File: config.mk
export PLATFORM = sky130hd
export DESIGN_NAME = obstacle_scheduler
export DESIGN_NICKNAME = d
export VERILOG_FILES = /design/src/rtl/obstacle_scheduler.sv
export SDC_FILE = /design/constraint.sdc
export NUM_CORES = 1
export LEC_CHECK = 0
export CAP_MARGIN = 20
export CORE_AREA = 2 2 72 74
export CTS_BUF_LIST = sky130_fd_sc_hd__clkbuf_16
export DETAILED_ROUTE_END_ITERATION = 16
export DIE_AREA = 0 0 74 76
export PLACE_DENSITY = 0.59
export SETUP_SLACK_MARGIN = 0.05
export SLEW_MARGIN = 30
export SYNTH_ARGS = -nofsm -noshare
export SYNTH_HDL_FRONTEND = slang
export SYNTH_SLANG_ARGS = --single-unit
export TNS_END_PERCENT = 100
File: constraint.sdc
create_clock -name pclk -period 6 [get_ports pclk]
set_input_delay 1.5 -clock pclk [delete_from_list [all_inputs] [get_ports pclk]]
set_output_delay 1.5 -clock pclk [all_outputs]
set_load 0.1 [all_outputs]
File: src/rtl/obstacle_scheduler.sv
// Obstacle scheduler: sequences obstacle IDs through gap/start/run phases, one per round.
// Define RANDOM_ORDER_EN to pick IDs from an 8-bit LFSR instead of round-robin order.
module obstacle_scheduler #(
  parameter int unsigned NUM_OBSTACLES = 4,
  parameter int unsigned GAP_FRAMES    = 60,
  parameter int unsigned RUN_FRAMES    = 600
) (
  input  logic       pclk,
  input  logic       rst,
  input  logic       game_on,
  input  logic       menu_on,
  input  logic       play_selected,
  input  logic       frame_tick,
  input  logic       obstacle_done,
  output logic [3:0] selected,
  output logic       obstacle_start,
  output logic       timeout,
  output logic [7:0] round_count,
  output logic       busy
);

  localparam int unsigned MaxFrames = (GAP_FRAMES > RUN_FRAMES) ? GAP_FRAMES : RUN_FRAMES;
  localparam int unsigned CntW      = $clog2(MaxFrames + 1);

  localparam logic [CntW-1:0] GapLast = CntW'(GAP_FRAMES - 1);
  localparam logic [CntW-1:0] RunLast = CntW'(RUN_FRAMES - 1);

  typedef enum logic [1:0] {
    StIdle,
    StGap,
    StStart,
    StRun
  } state_e;

  state_e          state_q, state_d;
  logic [CntW-1:0] cnt_q, cnt_d;
  logic [3:0]      selected_q, selected_d;
  logic            start_q, start_d;
  logic            timeout_q, timeout_d;
  logic [7:0]      round_q, round_d;
  logic            busy_q, busy_d;
  logic [3:0]      prev_q, prev_d;

  logic [3:0]      rr_id;
  logic [3:0]      next_id;
  logic [7:0]      round_inc;
  logic            abort;

  always_comb begin
    rr_id = 4'((prev_q % 4'(NUM_OBSTACLES)) + 4'd1);
  end

`ifdef RANDOM_ORDER_EN
  logic [7:0] lfsr_q, lfsr_d;
  logic [3:0] rnd_id;

  // Fibonacci taps for x^8 + x^6 + x^5 + x^4 + 1.
  always_comb begin
    lfsr_d  = {lfsr_q[6:0], lfsr_q[7] ^ lfsr_q[5] ^ lfsr_q[4] ^ lfsr_q[3]};
    rnd_id  = 4'((lfsr_q % 8'(NUM_OBSTACLES)) + 8'd1);
    next_id = (rnd_id == prev_q) ? rr_id : rnd_id;
  end

  always_ff @(posedge pclk) begin
    if (rst) begin
      lfsr_q <= 8'hA5;
    end else begin
      lfsr_q <= lfsr_d;
    end
  end
`else
  always_comb begin
    next_id = rr_id;
  end
`endif

  always_comb begin
    abort     = menu_on || !game_on;
    round_inc = (round_q == 8'hFF) ? round_q : round_q + 8'd1;
  end

  always_comb begin
    state_d    = state_q;
    cnt_d      = cnt_q;
    selected_d = selected_q;
    start_d    = 1'b0;
    timeout_d  = 1'b0;
    round_d    = round_q;
    busy_d     = busy_q;
    prev_d     = prev_q;

    // Leaving the game screen beats any done/timeout event in the same cycle.
    if (state_q != StIdle && abort) begin
      state_d    = StIdle;
      cnt_d      = '0;
      selected_d = 4'd0;
      busy_d     = 1'b0;
    end else begin
      case (state_q)
        StIdle: begin
          selected_d = 4'd0;
          busy_d     = 1'b0;
          if (game_on && play_selected && !menu_on) begin
            state_d = StGap;
            cnt_d   = '0;
            round_d = 8'd0;
          end
        end
        StGap: begin
          if (frame_tick) begin
            if (cnt_q == GapLast) begin
              state_d    = StStart;
              cnt_d      = '0;
              selected_d = next_id;
              prev_d     = next_id;
              start_d    = 1'b1;
              busy_d     = 1'b1;
            end else begin
              cnt_d = cnt_q + CntW'(1);
            end
          end
        end
        StStart: begin
          state_d = StRun;
          cnt_d   = '0;
        end
        StRun: begin
          if (obstacle_done) begin
            state_d    = StGap;
            cnt_d      = '0;
            selected_d = 4'd0;
            busy_d     = 1'b0;
            round_d    = round_inc;
          end else if (frame_tick) begin
            if (cnt_q == RunLast) begin
              state_d    = StGap;
              cnt_d      = '0;
              selected_d = 4'd0;
              busy_d     = 1'b0;
              timeout_d  = 1'b1;
              round_d    = round_inc;
            end else begin
              cnt_d = cnt_q + CntW'(1);
            end
          end
        end
        default: begin
          state_d = StIdle;
        end
      endcase
    end
  end

  always_ff @(posedge pclk) begin
    if (rst) begin
      state_q    <= StIdle;
      cnt_q      <= '0;
      selected_q <= 4'd0;
      start_q    <= 1'b0;
      timeout_q  <= 1'b0;
      round_q    <= 8'd0;
      busy_q     <= 1'b0;
      prev_q     <= 4'd0;
    end else begin
      state_q    <= state_d;
      cnt_q      <= cnt_d;
      selected_q <= selected_d;
      start_q    <= start_d;
      timeout_q  <= timeout_d;
      round_q    <= round_d;
      busy_q     <= busy_d;
      prev_q     <= prev_d;
    end
  end

  assign selected       = selected_q;
  assign obstacle_start = start_q;
  assign timeout        = timeout_q;
  assign round_count    = round_q;
  assign busy           = busy_q;

endmodule

# == Yosys cells after proc, flatten, opt, wreduce, memory -nomap -nowiden ==
# Index checks and enable logic that the tools add are counted.
# classes
add_sub_neg,3
n_eq_ne,11
n_mux,34
bitwise_logic,4
n_reduce_logical,18
# ops
op,count
2-to-1 mux 10 bit,6
2-to-1 mux 8 bit,5
one-hot mux 10 bit (4 select lines),1
2-to-1 mux 4 bit,5
one-hot mux 8 bit (2 select lines),1
AND reduction 5 bit,3
2-to-1 mux 2 bit,6
one-hot mux 4 bit (3 select lines),1
adder 10 x 1 -> 10 bit (second input constant),1
== test 10 bit (second input constant),1
== test 10 x 6 -> 1 bit (second input constant),1
adder 8 x 1 -> 8 bit (second input constant),1
== test 8 bit (second input constant),1
one-hot mux 2 bit (4 select lines),1
2-to-1 mux 1 bit,7
!= test 2 bit (second input constant),3
!= test 3 bit (second input constant),2
OR reduction 5 bit,1
== test 2 bit (second input constant),2
inverter 1 bit,4
AND reduction 4 bit,1
nonzero test 2 bit,2
OR reduction 4 bit,1
adder 2 x 1 -> 3 bit (second input constant),1
other kinds (9),12
# totals
ff_bits,29
output_inout_bits,15
wordCells,78

# == Depth between registers and ports, before layout ==
# logic_depth
word_depth,6
mapped_depth,8
mapped_depth_nobuf,7

# == Least setup slack after synthesis ==
# No wires, ideal clock.
# synth_timing
path_kind,input port to flip-flop
startpoint,input port obstacle_done
endpoint,register cnt_q[3]
setup_ns,0.074
arrival_time_ns,2.757
required_time_ns,5.926
setup_slack_ns,3.169
path_stages,6
path_cell_list,and2b_1 o31ai_1 and2_2 buf_6 or4_1 a31oi_1
# synth_via
elab_chain_cells,2
elab_cells_between_ends,4
cone_classes,eq/ne: 1; mux: 2; reduce/logical: 1
# synth_rtl
element,line_no,rtl
"start, declared",14,"input logic obstacle_done,"
2-to-1 mux 10 bit or != test 3 bit (tied branches),-,
one-hot mux 10 bit (4 select lines) or AND reduction 3 bit (tied branches),-,
"end signal, assigned",166,cnt_q <= cnt_d;
"end, declared",36,"logic [CntW-1:0] cnt_q, cnt_d;"
# Several ways; a longest one is shown, not always the timed one.
# A chain may end at the register's enable or synchronous reset.

# == Final worst setup path ==
# layout_timing
startpoint,"register round_q[2], in the netlist round_count[2]"
endpoint,output port round_count[2]
# layout_rtl
element,line_no,rtl
"start, declared",40,"logic [7:0] round_q, round_d;"
"start signal, assigned",170,round_q <= round_d;
"end, declared",18,"output logic [7:0] round_count,"
# No word-level cell between the ends.

==> impl_metrics.yaml <==
worst_setup_path:
  crit_fanout: 7
  r2r_slack_ns: 3.73
  cp_num_buf_inv: 1
  cp_top_family: "buffers and inverters"
  reg2reg_depth: 6
  crit_chain: "clkdlybuf4s50_1"
  critPathArrivalTime_ns: 1.88
  start_kind: "flop"
  max_stage_delay_ns: 1.17
  slowest_stage: "clkdlybuf4s50_1"
  crit_type: "flop to primary output"
  cp.required_ns: 4.50
  reg2reg_from: "cnt_q[0]$_SDFFE_PP0P_"
  end_kind: "primary output"
  worstReg2RegEnd: "round_count[4]$_SDFFE_PP0P_"
floorplanning:
  core-area_um2: 4910
  die_w_um: 74
  die_y_um: 76
  io_pins: 22
  rows: 26
  start_util_pct: 33.0
  dieArea_um2: 5620
sta:
  post-route-period-util_pct: 56.3
  drv_slew: 0
  rsz0062_at_grt: "no"
  worstMarginPinSlew_ns: 0.990
  relSlewSlack_pct: 33.8
  final.setup.tns_ns: 0
  fmax_mhz: 296
  skew_ns: 0.0107
  final_hold_viol_count: 0
  setup_viol: 0
  period_needed_ns: 3.38
place:
  dp_cells: 276
  io_buffers: 20
  gp_congestion: 0.775
  placedInstanceArea_um2: 1860
  dp_hpwl_mm: 2.63
synth:
  avgSynthCellArea_um2: 8.40
  synth_warnings: 0
  synth_area_um2: 1620
  ys.flop_type: "dfxtp_1"
  yosys_register_bits: 28
  synth_seq_area_share_pct: 34.6
  synthArstFlopShare_pct: 0
  syn-instance-count: 193
  synth_edf_count: 0
  synth_cell_types: 56
  syn_nets: 208
drt:
  final_antenna_net_count: 0
  drt_iter0_drc: 116
  drc: 0
  vias: 1462
  routed_wl_mm: 3.58
  vias_per_cell: 5.22
  drt_first_pass_iters: 4
  routedWlPerCell_um: 12.8
clock_tree:
  cts.sinks: 28
  clkSlewWorstSetupHoldPaths_ns: 0.07
  cts_buffers: 3
  cts_hold_buf: 0
  clock-root-buffer: "clkbuf_16"
  cts_setup_buffers: 0
  clkLatencyLatePin_ns: 0.27
  cts.htree.levels: 1
  ctsResizeCount: 0
  cts.path.max_buffers: 2
  cts_tree: "done"
final_layout:
  final_util_pct: 39.5
  antennaDiodeCount: 0
  layout_commonest_cell: "dfxtp_1"
  area_delta_synth_final_pct: 19.8
  fill_cells: 513
  design_area_um2: 1940
  drive_gt1_share_pct: 4.76
  fin_cells: 280
  layout_common_cells: "dfxtp_1, clkdlybuf4s50_1, nor2_1"
  num-nets-final: 226
global_routing:
  gr-total-overflow: 0
  antenna_found_initial: 0
  grt_max_degree: 16
  gr-usage-all-layers_pct: 13.4
  grt_pass1_vias: 1289
  grt_pass1_wl_mm: 6.09
min_path:
  min-delay-start: "selected[2]$_SDFFE_PP0P_"
  hold_depth: 2
  worstHoldPathType: "flop to flop"
  hold_path_end: "selected[2]$_SDFFE_PP0P_"
job:
  maxCapViolations: 0
power_and_ir_drop:
  leakage_nw: 0.657
  p_total_uw: 560
  powerDensity_nw_per_um2: 288
  vdd_drop_max_mv: 0.107
outcome:
  status: "complete, no violations"
## flip-flops by register name (all words and copies together), names as in the netlist
signal          count
cnt_q              10
round_count         8
selected            3
prev_q              2
state_q             2
busy                1
obstacle_start      1
timeout             1
## kinds of logic (layout without fill, tap and decap cells)
| logic type | count (synthesis) | count (layout) | synth area share (%) |
|---|---|---|---|
| buffers and inverters | 13 | 30 | 4.24 |
| AOI/OAI and AO/OA | 37 | 37 | 17.1 |
| DFF | 28 | 28 | 34.6 |
| and+or+nand+nor | 99 | 99 | 33.5 |
| other | 1 | 1 | 0.231 |
| adders and majority gates | 8 | 8 | 6.17 |
| xor gates and xnor gates | 2 | 2 | 1.08 |
| muxes | 5 | 5 | 3.09 |
## area by class of cell
cell class	instances	area [µm²]	share of cell area, %
clock inverters	1	3.75	0.193
inverters	6	22.5	1.16
multi-input cells	152	992	51.1
flip-flops and latches	28	561	28.9
well taps	70	87.6	4.51
repair buffers	20	200	10.3
clock buffers	3	75.1	3.87
## report_power, final
part           switching (mW)  internal (mW)  total [mW]
sequential            0.00813          0.194       0.202
clock                  0.0661         0.0895       0.156
combinational           0.144         0.0580       0.202
total                   0.218          0.342       0.560
## synthesized netlist by cell type, drive strengths merged, types with 2 or more instances
cell	number	area (µm²)
ha	8	100
nand3b	2	15.0
a21oi	4	20.0
dfxtp	28	561
or2	3	18.8
buf	5	38.8
o21ai	8	40.0
nand2	16	60.1
clkbuf	2	7.51
nor2	17	63.8
a31oi	4	25.0
or3	3	18.8
nor4	3	18.8
nand3	15	75.1
o21a	2	15.0
o31ai	4	40.0
and3	4	25.0
mux2i	5	50.1
nand2b	6	37.5
inv	6	22.5
nor3	10	55.1
and2	2	13.8
nand4	6	37.5
a221o	5	50.1
or4	2	15.0
## worst max-delay path by stage
stage | start | endpoint | slack, ns | cells past startpoint
after floorplan | obstacle_done | cnt_q[3]$_SDFFE_PP0P_ | 3.17 | 6
after global placement | frame_tick | round_count[4]$_SDFFE_PP0P_ | 2.42 | 6
after detailed placement | frame_tick | round_count[4]$_SDFFE_PP0P_ | 2.42 | 6
after CTS | round_count[2]$_SDFFE_PP0P_ | round_count[2] | 2.61 | 1
after global routing | frame_tick | round_count[4]$_SDFFE_PP0P_ | 2.47 | 6
final | round_count[2]$_SDFFE_PP0P_ | round_count[2] | 2.62 | 1
## layer usage
metal	wire length, µm	track usage, %
met5	0	0
met4	51	5.64
met3	124	2.78
met2	1600	19.4
met1	1810	19.2
## through the flow
stage | setup WS [ns] | hold slack, ns
3_3_place_gp | 2.42 | 0.438
4_1_cts | 2.61 | 0.457
2_1_floorplan | 3.17 | 0.465
5_1_grt | 2.47 | 0.481
6_report | 2.62 | 0.453
3_5_place_dp | 2.42 | 0.446
No activity file was read; power rests on OpenSTA's default activity.
